$ cat src/rtl/checkbits_pkg.sv
// Shared definitions for the checkbits monitor.
// Contents: phase code constants, FSM state enum, verdict/error enum and
// code-space helper functions.
package checkbits_pkg;

  // Phase codes on mprj_io[31:16]: 0xA0n0 start, 0xABn0 fail, 0xABn1 pass
  localparam logic [15:0] START_W = 16'hA040;
  localparam logic [15:0] START_S = 16'hA020;
  localparam logic [15:0] START_B = 16'hA010;
  localparam logic [15:0] FAIL_W  = 16'hAB40;
  localparam logic [15:0] FAIL_S  = 16'hAB20;
  localparam logic [15:0] FAIL_B  = 16'hAB10;
  localparam logic [15:0] PASS_W  = 16'hAB41;
  localparam logic [15:0] PASS_S  = 16'hAB21;
  localparam logic [15:0] PASS_B  = 16'hAB11;

  // Timeout shares ST_FAILED; err_code tells it apart from a phase/protocol fail.
  typedef enum logic [2:0] {
    ST_IDLE, ST_RUN_W, ST_WAIT_S, ST_RUN_S,
    ST_WAIT_B, ST_RUN_B, ST_PASSED, ST_FAILED
  } state_e;

  typedef enum logic [1:0] {
    ERR_NONE, ERR_PHASE, ERR_PROTO, ERR_TIMEOUT
  } err_e;

  // Codes outside 0xA0x0 / 0xABxx are not ours and are ignored.
  function automatic logic in_space(input logic [15:0] code);
    return ((code[15:8] == 8'hA0) && (code[3:0] == 4'h0)) || (code[15:8] == 8'hAB);
  endfunction

  function automatic logic is_terminal(input state_e s);
    return (s == ST_PASSED) || (s == ST_FAILED);
  endfunction

endpackage

$ cat src/rtl/checkbits_filter.sv
// Synchronizer and stability filter for the raw checkbits bus.
// Ports:
//   clock, resetb  - clock, async active-low reset
//   checkbits      - raw 16-bit bus, asynchronous to clock
//   evt_valid      - 1-cycle pulse when a new stable value is accepted
//   evt_code       - last accepted value, held between pulses
module checkbits_filter #(
  parameter int STABLE_CYCLES = 4
) (
  input  logic        clock,
  input  logic        resetb,
  input  logic [15:0] checkbits,
  output logic        evt_valid,
  output logic [15:0] evt_code
);
  import checkbits_pkg::*;

  localparam int SW = $clog2(STABLE_CYCLES + 1);
  localparam logic [SW-1:0] STAB_MAX = SW'(STABLE_CYCLES);

  logic [15:0]   sync1_q, sync2_q, code_q;
  logic [SW-1:0] cnt_q, cnt_d;
  logic          vld_q, accept;

  // sync1 != sync2 means sync2 changes on this edge, so restart the count.
  // cnt_d reaches STAB_MAX on the edge where sync2 has held STABLE_CYCLES.
  always_comb begin
    cnt_d = cnt_q;
    if (sync1_q != sync2_q)  cnt_d = '0;
    else if (cnt_q != STAB_MAX) cnt_d = cnt_q + 1'b1;
    // Comparing with the held code makes each value fire only once.
    accept = (cnt_d == STAB_MAX) && (sync2_q != code_q);
  end

  always_ff @(posedge clock or negedge resetb) begin
    if (!resetb) begin
      sync1_q <= '0;
      sync2_q <= '0;
      cnt_q   <= '0;
      code_q  <= '0;
      vld_q   <= 1'b0;
    end else begin
      sync1_q <= checkbits;
      sync2_q <= sync1_q;
      cnt_q   <= cnt_d;
      vld_q   <= accept;
      if (accept) code_q <= sync2_q;
    end
  end

  assign evt_valid = vld_q;
  assign evt_code  = code_q;

endmodule

$ cat src/rtl/mprj_checkbits_monitor.sv
// Monitor for the firmware mem-test status bus mprj_io[31:16].
// Filters the bus, walks word -> short -> byte phase codes, enforces order
// and a cycle timeout, and reports sticky done/pass/fail.
// Ports:
//   clock, resetb       - clock, async active-low reset
//   checkbits[15:0]     - raw status bus
//   enable              - timeout counter runs while high
//   evt_valid/evt_code  - accepted-code pulse and last accepted code
//   phase[1:0]          - 0 none, 1 word, 2 short, 3 byte
//   phases_passed[1:0]  - number of passed phases
//   done/pass/fail      - sticky verdict
//   err_code[1:0]       - 0 none, 1 phase fail, 2 protocol, 3 timeout
module mprj_checkbits_monitor #(
  parameter int STABLE_CYCLES  = 4,
  parameter int TIMEOUT_CYCLES = 500000,
  parameter int CNT_W          = 19
) (
  input  logic        clock,
  input  logic        resetb,
  input  logic [15:0] checkbits,
  input  logic        enable,
  output logic        evt_valid,
  output logic [15:0] evt_code,
  output logic [1:0]  phase,
  output logic [1:0]  phases_passed,
  output logic        done,
  output logic        pass,
  output logic        fail,
  output logic [1:0]  err_code
);
  import checkbits_pkg::*;

  localparam logic [CNT_W-1:0] TMO_LAST = CNT_W'(TIMEOUT_CYCLES - 1);

  state_e           state_q, st_ev, st_d;
  err_e             err_q, err_ev, err_d;
  logic [1:0]       phase_q, phase_ev, passed_q, passed_ev;
  logic [CNT_W-1:0] tmo_q;
  logic             done_q, pass_q, fail_q, tmo_hit;

  checkbits_filter #(.STABLE_CYCLES(STABLE_CYCLES)) u_filter (
    .clock     (clock),
    .resetb    (resetb),
    .checkbits (checkbits),
    .evt_valid (evt_valid),
    .evt_code  (evt_code)
  );

  // Event step first; timeout only applies if the event left us non-terminal.
  always_comb begin
    st_ev     = state_q;
    err_ev    = err_q;
    phase_ev  = phase_q;
    passed_ev = passed_q;
    if (evt_valid && in_space(evt_code) && !is_terminal(state_q)) begin
      // Anything not explicitly expected below is an order error.
      st_ev  = ST_FAILED;
      err_ev = ERR_PROTO;
      unique case (state_q)
        ST_IDLE:
          if (evt_code == START_W) begin st_ev = ST_RUN_W; err_ev = ERR_NONE; phase_ev = 2'd1; end
        ST_RUN_W:
          if (evt_code == PASS_W)      begin st_ev = ST_WAIT_S; err_ev = ERR_NONE; passed_ev = 2'd1; end
          else if (evt_code == FAIL_W) err_ev = ERR_PHASE;
        ST_WAIT_S:
          if (evt_code == START_S) begin st_ev = ST_RUN_S; err_ev = ERR_NONE; phase_ev = 2'd2; end
        ST_RUN_S:
          if (evt_code == PASS_S)      begin st_ev = ST_WAIT_B; err_ev = ERR_NONE; passed_ev = 2'd2; end
          else if (evt_code == FAIL_S) err_ev = ERR_PHASE;
        ST_WAIT_B:
          if (evt_code == START_B) begin st_ev = ST_RUN_B; err_ev = ERR_NONE; phase_ev = 2'd3; end
        ST_RUN_B:
          if (evt_code == PASS_B)      begin st_ev = ST_PASSED; err_ev = ERR_NONE; passed_ev = 2'd3; end
          else if (evt_code == FAIL_B) err_ev = ERR_PHASE;
        default: ;
      endcase
    end

    tmo_hit = enable && !is_terminal(state_q) && (tmo_q == TMO_LAST);
    st_d    = st_ev;
    err_d   = err_ev;
    if (tmo_hit && !is_terminal(st_ev)) begin
      st_d  = ST_FAILED;
      err_d = ERR_TIMEOUT;
    end
  end

  always_ff @(posedge clock or negedge resetb) begin
    if (!resetb) begin
      state_q  <= ST_IDLE;
      err_q    <= ERR_NONE;
      phase_q  <= 2'd0;
      passed_q <= 2'd0;
      tmo_q    <= '0;
      done_q   <= 1'b0;
      pass_q   <= 1'b0;
      fail_q   <= 1'b0;
    end else begin
      state_q  <= st_d;
      err_q    <= err_d;
      phase_q  <= phase_ev;
      passed_q <= passed_ev;
      done_q   <= is_terminal(st_d);
      pass_q   <= (st_d == ST_PASSED);
      fail_q   <= (st_d == ST_FAILED);
      // Saturating; enable low freezes without clearing.
      if (enable && !is_terminal(state_q) && (tmo_q != '1))
        tmo_q <= tmo_q + 1'b1;
    end
  end

  assign phase         = phase_q;
  assign phases_passed = passed_q;
  assign done          = done_q;
  assign pass          = pass_q;
  assign fail          = fail_q;
  assign err_code      = err_q;

endmodule
$ cat config.mk
export PLATFORM = sky130hd
export DESIGN_NAME = mprj_checkbits_monitor
export DESIGN_NICKNAME = d
export VERILOG_FILES = /design/src/rtl/checkbits_pkg.sv /design/src/rtl/checkbits_filter.sv /design/src/rtl/mprj_checkbits_monitor.sv
export SDC_FILE = /design/constraint.sdc
export NUM_CORES = 1
export LEC_CHECK = 0
export CAP_MARGIN = 0
export CORE_MARGIN = 5
export CORE_UTILIZATION = 50
export CTS_BUF_LIST = sky130_fd_sc_hd__clkbuf_4 sky130_fd_sc_hd__clkbuf_8
export DETAILED_ROUTE_END_ITERATION = 6
export GPL_TIMING_DRIVEN = 0
export HOLD_SLACK_MARGIN = 0.05
export PLACE_DENSITY = 0.76
export SLEW_MARGIN = 20
export SYNTH_ARGS = -nofsm -noshare
export SYNTH_HDL_FRONTEND = slang
export SYNTH_SLANG_ARGS = --single-unit
$ cat constraint.sdc
create_clock -name clock -period 2.6 [get_ports clock]
set_input_delay 0.52 -clock clock [delete_from_list [all_inputs] [get_ports clock]]
set_output_delay 0.52 -clock clock [all_outputs]
set_load 0.01 [all_outputs]
Yosys cells after proc, flatten, opt, wreduce, memory -nomap -nowiden --
Cells that the tools add are included.
Operators by class: $add $sub $neg 2, $mul 0, divide/modulo/power cells 0, order comparisons 0, eq/ne operators 34, shift-type cells 0, mux-type cells 31, bitwise logic cells 0, reduce and logical (&&, ||, !) cells 21
Operators with widths (count):
- 16-bit == test (second input constant) | 9
- 2-bit 2-to-1 mux | 19
- 16-bit != test | 2
- 3-bit == test (second input constant) | 9
- 3-bit 2-to-1 mux | 7
- 19-bit by 1-bit adder with 19-bit output (second input constant) | 1
- 19-bit == test (second input constant) | 1
- 19-bit != test (second input constant) | 1
- 3-bit one-hot mux with 6 select lines | 1
- 8-bit == test (second input constant) | 2
- 2-bit != test (second input constant) | 6
- 2-bit one-hot mux with 3 select lines | 2
- 2-bit one-hot mux with 6 select lines | 1
- 5-bit AND reduction | 2
- 1-bit logical AND | 8
- 3-bit by 2-bit == test with 1-bit output (second input constant) | 2
- 3-bit nonzero test | 2
- 4-bit zero test | 1
- 1-bit logical OR | 4
- 3-bit by 1-bit adder with 3-bit output (second input constant) | 1
- 3-bit by 1-bit == test with 1-bit output (second input constant) | 1
- 3-bit zero test | 1
- 3-bit != test (second input constant) | 1
- 1-bit zero test | 2
- 2 further kinds | 2
Word-level totals: register bits after elaboration 83, bits in latches 0, RAM bits 0, ROM bits 0, input bits 19, output and inout bits 26, logic and storage cells 101, memories 0

Depth between registers and ports, before layout --
depth after elaboration 13, gate-level depth with buffers 9, mapped depth without buffers 8

Hierarchy --
From an unflattened synthesis, not the netlist that was laid out.
Unflattened totals: cells, all modules 300, area total of the unflattened synthesis 3739.8 µm²
Modules (own cells, without submodules):
- checkbits_filter | times used 1, cells each 126, area an instance 1998.2 µm², sequential area each 1301.2 µm²
- mprj_checkbits_monitor | times used 1, cells each 174, area an instance 1741.7 µm², sequential area each 775.7 µm²

Worst setup path before layout --
OpenSTA, ideal clock, no wires.
path type flip-flop to flip-flop, start point register u_filter.code_q[4], in the netlist u_filter.evt_code[4], end point register fail_q, in the netlist fail, setup time 0.125 ns, arrival time 1.922 ns, required time 2.475 ns, setup slack 0.552 ns, stages on the path, launching flop included 8, buffers on the path 1, period minus slack after synthesis 2.048 ns, cell sequence dfrtp_1 > buf_6 > nor4b_4 > nand3_1 > nor4_2 > a211o_1 > a2bb2oi_2 > mux2_4
Between the ends: longest elaborated chain between the ends 10, elaborated cells between the ends (all ways) 21, classes of those cells eq/ne: 9; mux: 9; reduce/logical: 3
Ends and longest elaborated chain:
- start, declared | line checkbits_filter.sv:21 | logic [15:0] sync1_q, sync2_q, code_q;
- start signal, assigned | line checkbits_filter.sv:47 | if (accept) code_q <= sync2_q;
- 16-bit == test (tied with other cells) | line mprj_checkbits_monitor.sv:73 | if (evt_code == PASS_B) begin st_ev = ST_PASSED; err_ev = ERR_NONE; passed_ev = 2'd3; end
- 1-bit 2-to-1 mux (tied with other cells) | line mprj_checkbits_monitor.sv:73
- 3-bit one-hot mux with 6 select lines (*) | line mprj_checkbits_monitor.sv:59 | unique case (state_q)
- 3-bit 2-to-1 mux (*) | line mprj_checkbits_monitor.sv:55 | if (evt_valid && in_space(evt_code) && !is_terminal(state_q)) begin
- 3-bit == test | line checkbits_pkg.sv:33 | return (s == ST_PASSED) || (s == ST_FAILED);
- 1-bit logical OR | line checkbits_pkg.sv:33
- 1-bit zero test | line mprj_checkbits_monitor.sv:82 | if (tmo_hit && !is_terminal(st_ev)) begin
- 1-bit logical AND | line mprj_checkbits_monitor.sv:82
- 3-bit 2-to-1 mux (*) | line mprj_checkbits_monitor.sv:82
- 3-bit == test (*) | line mprj_checkbits_monitor.sv:105 | fail_q <= (st_d == ST_FAILED);
- end signal, assigned | line mprj_checkbits_monitor.sv:105
- end, declared | line mprj_checkbits_monitor.sv:39 | logic done_q, pass_q, fail_q, tmo_hit;
Mark *: on every way between the ends. The rest lies on a longest branch, timed or not. A chain may end at the register's enable or synchronous reset.

Final worst setup path --
start point register u_filter.code_q[8], in the netlist u_filter.evt_code[8], end point register fail_q, in the netlist fail
Between the ends: longest elaborated chain between the ends 12, elaborated cells between the ends (all ways) 27, classes of those cells eq/ne: 11; mux: 9; reduce/logical: 7
Ends and longest elaborated chain (line):
- branches (longest 5 deep; another with 16-bit == test)
- 3-bit 2-to-1 mux (*) | mprj_checkbits_monitor.sv:55
- 3-bit == test | checkbits_pkg.sv:33
- 1-bit logical OR | checkbits_pkg.sv:33
- 1-bit zero test | mprj_checkbits_monitor.sv:82
- 1-bit logical AND | mprj_checkbits_monitor.sv:82
- 3-bit 2-to-1 mux (*) | mprj_checkbits_monitor.sv:82
- 3-bit == test (*) | mprj_checkbits_monitor.sv:105
Mark *: on every way between the ends.

==> impl_summary.txt <==
----------------------------------------------------
[Synth]
  Number of enable-type register cells in the synthesized netlist ... 0
  Distinct cell type count of the synthesized netlist ... between 50 and 60
  Mapped Avg Cell Area ... about 12 um2
  Syn_nets ... between 300 and 400
  Post-Synthesis Cells ... 301
  Synth Flop Type ... sky130_fd_sc_hd__dfrtp_1
  Share of flip-flops with an asynchronous set or reset ... between 90% and 100%
  Number of flip-flops and latches in the synthesized netlist ... 83
  Leading cell types by total area after synthesis ... sky130_fd_sc_hd__dfrtp_1 56%, sky130_fd_sc_hd__xnor2_1 6.3%, sky130_fd_sc_hd__mux2_2 6.0%
  Synth warnings ... 0
  Biggest area consumer among synthesized cells ... sky130_fd_sc_hd__dfrtp_1
  Sequential element share of the synthesized area ... between 50% and 60%
  Cell area after technology mapping ... 3740 um2
  Synth top area share ... between 50% and 60%

[Timing]
  WHS ... 0.0738 ns
  Maximum achievable frequency ... around 430 MHz
  RSZ-0062 raised after global routing ... no
  Slew margin rel. ... ~57%
  Min cycle time layout ... ~2.3 ns
  Crit share post-route ... 89.1%
  Worst-margin pin slew ... 0.629 ns
  Final count of hold timing violations ... 0
  Final Setup Violations ... 0
  Slew Viols, Final ... 0
  Final clock skew ... ~0.012 ns

[Power and ir drop]
  Power density over cell area ... 594 nW/um2
  IR drop worst, VDD ... 0.000302 V
  Leakage Power ... ~2 nW

[Global route]
  Residual overflow from global routing ... 0
  Wire length of the first global-routing pass ... about 12,000 um
  Initial antenna violation count ... 0
  Total global-route track usage ... ~17%
  Number of global-route vias before repair ... between 2,000 and 3,000
  Largest net degree at the start of global routing ... 56

[Clock network]
  Number of clock buffers inserted by TritonCTS ... 9
  Hold buffers post-CTS ... 0
  Post-CTS clock slew at the launch and capture registers of the worst setup and hold paths ... about 0.090 ns
  H-tree depth ... 3
  Post-CTS setup buffer count ... 0
  Clock tree from TritonCTS ... yes
  Clock Sinks ... slightly above 80
  Cell chosen for the clock root ... sky130_fd_sc_hd__clkbuf_8
  Clock latency at the later pin of the worst-skew pair ... 0.36 ns
  Maximum clock insertion buffer count ... 2
  Number of resized instances in the post-cts repair step ... 0

[Outcome]
  Outcome ... complete, no violations

[Finish]
  Post-Layout Cell Count ... ~460
  Total of fill cells in the finished design ... roughly 590
  Diodes inserted ... 0
  Post-route core utilization ... 63.0%
  Share of post-route cells with drive strength above 1 ... 16.9%
  Area Overhead vs Synth ... 22.1%
  Post-layout net count ... approximately 380

[Placement]
  Detailed-placement wirelength estimate ... 5140 um
  Placed Cells ... ~450
  Count of buffers from port buffering ... 44
  Final estimated routing congestion in global placement ... between 0.9 and 1

[Critical path]
  Element type at the critical path start ... flip-flop
  Biggest fanout along the worst timing path ... 6
  Endpoint class of the critical path ... flip-flop
  Worst path arrival time ... 2.57 ns
  Critical Path RT ... 2.85 ns
  Type of the worst setup path ... reg -> reg

[Die]
  Die height ... about 97 um
  Core Box Area ... ~7300 um2
  Row cnt ... 31
  Number of primary I/O pins ... 45
  Die area ... 9310 um2
  Die span in x ... between 90 and 100 um
  Effective utilization at floorplan ... between 50% and 60%

[Routing]
  Initial DRT Pass Iterations ... 4
  Routed vias/inst ... 5.39
  Via Count ... approximately 2,500
  DRT antenna net count ... 0
  Remaining design rule violation count ... 0
  Total routed wirelength ... roughly 7000 um
  Routed wirelength normalized by instance count ... 15.1 um
  Iteration-0 DRC Markers ... between 80 and 90

[Hold path]
  Class of the most critical hold timing path ... in -> async

[Flow run]
  Max capacitance violation total ... 0

----------------------------------------------------
## cell usage in the layout (no fill, tap or decap), types with 10 or more instances in the layout
master | Yosys | routed
sky130_fd_sc_hd__clkbuf_8 | 0 | 10
sky130_fd_sc_hd__clkdlybuf4s50_1 | 0 | 43
sky130_fd_sc_hd__dfrtp_1 | 83 | 83
sky130_fd_sc_hd__mux2_2 | 20 | 20
sky130_fd_sc_hd__nand2_1 | 16 | 16
sky130_fd_sc_hd__nand3_1 | 10 | 10
sky130_fd_sc_hd__nand4_1 | 15 | 15
sky130_fd_sc_hd__nor2_1 | 12 | 12
sky130_fd_sc_hd__xnor2_1 | 27 | 27
sky130_fd_sc_hd__xor2_1 | 22 | 22
## worst paths after layout
path                            slack (ns)                  from                   end  cells past startpoint
worst max-delay path                  0.28  u_filter.evt_code[8]                  fail                      6
worst min-delay path                  0.07                resetb            state_q[1]                      1
worst max register to register        0.28  u_filter.evt_code[8]                  fail                      6
worst min register to register        0.40   u_filter.sync1_q[6]   u_filter.sync2_q[6]                      0
max in group asynchronous             1.94                resetb  u_filter.evt_code[3]                      2
min in group clock                    0.40   u_filter.sync1_q[6]   u_filter.sync2_q[6]                      0
## power by group
| part | leakage (nW) | internal (mW) | switching, mW |
|---|---|---|---|
| clock network | 0.111 | 0.577 | 0.492 |
| logic | 0.821 | 0.110 | 0.0871 |
| registers | 1.07 | 1.37 | 0.0815 |
| total | 2.00 | 2.05 | 0.661 |
## cell usage after synthesis (all sizes together), types with 2 or more instances
cell / number
buf: 5
mux2: 21
nand3b: 4
inv: 9
o2111ai: 2
a21oi: 3
nor4b: 2
nor2: 12
and3: 3
xor2: 22
nor4: 12
a211o: 2
nor3b: 3
nand2b: 2
nand2: 16
nand3: 11
and2: 5
nor3: 7
ha: 3
nand4: 16
dfrtp: 83
xnor2: 27
and3b: 2
o21ai: 7
## critical path, stage by stage, from the launching register on
cell,delay [ns]
sky130_fd_sc_hd__dfrtp_1,0.47
sky130_fd_sc_hd__nor4_4,0.34
sky130_fd_sc_hd__nand4_1,0.24
sky130_fd_sc_hd__nor4_2,0.32
sky130_fd_sc_hd__a211o_1,0.20
sky130_fd_sc_hd__a2bb2oi_2,0.31
sky130_fd_sc_hd__mux2_4,0.33
## metrics by stage
step | power (mW) | instance area (um2) | setup slack (ns) | setup TNS, ns
6_report | 2.72 | 4570 | 0.283 | 0
5_1_grt | 2.83 | 4570 | 0.0630 | 0
4_1_cts | 2.74 | 4560 | 0.286 | 0
3_5_place_dp | 1.67 | 4330 | 0.193 | 0
3_3_place_gp | 1.66 | 4310 | -1.87 | -154.64
2_1_floorplan | 1.58 | 3740 | 0.552 | 0
## cell families after synthesis
| logic type | share of synthesized area, % |
|---|---|
| compound gates | 5.85 |
| simple gates | 17.7 |
| buf+inv | 1.74 |
| fa+ha+maj | 1.00 |
| flops | 55.5 |
| xor+xnor | 11.5 |
| mux | 6.69 |
## registers in the layout, indices dropped and copies added, names as in the netlist
register and flops:
pass 1, u_filter.sync1_q 16, tmo_q 19, phase 2
phases_passed 2, u_filter.evt_valid 1, u_filter.evt_code 16, err_code 2
state_q 3, fail 1, done 1, u_filter.cnt_q 3
u_filter.sync2_q 16
## cell type report
class / count / area [um2] / area share (%)
clock buffers: 10 / 138 / 3.01
multi-input cells: 204 / 1610 / 35.1
flip-flops and latches: 83 / 2080 / 45.5
well taps: 99 / 124 / 2.71
plain buffers: 5 / 31.3 / 0.685
inverters: 9 / 33.8 / 0.739
clock inverters: 6 / 95.1 / 2.08
repair buffers: 45 / 465 / 10.2
## per-layer routing
| layer | GRT usage [%] | wire length [um] | vias to the layer above |
|---|---|---|---|
| met1 | 22.7 | 3120 | 1198 |
| met4 | 9.23 | 163 | 0 |
| met3 | 4.18 | 364 | 19 |
| met2 | 25.9 | 3320 | 69 |
| li1 | - | - | 1198 |
| met5 | 0 | 0 | - |
Power figures use the tool's default switching activity.
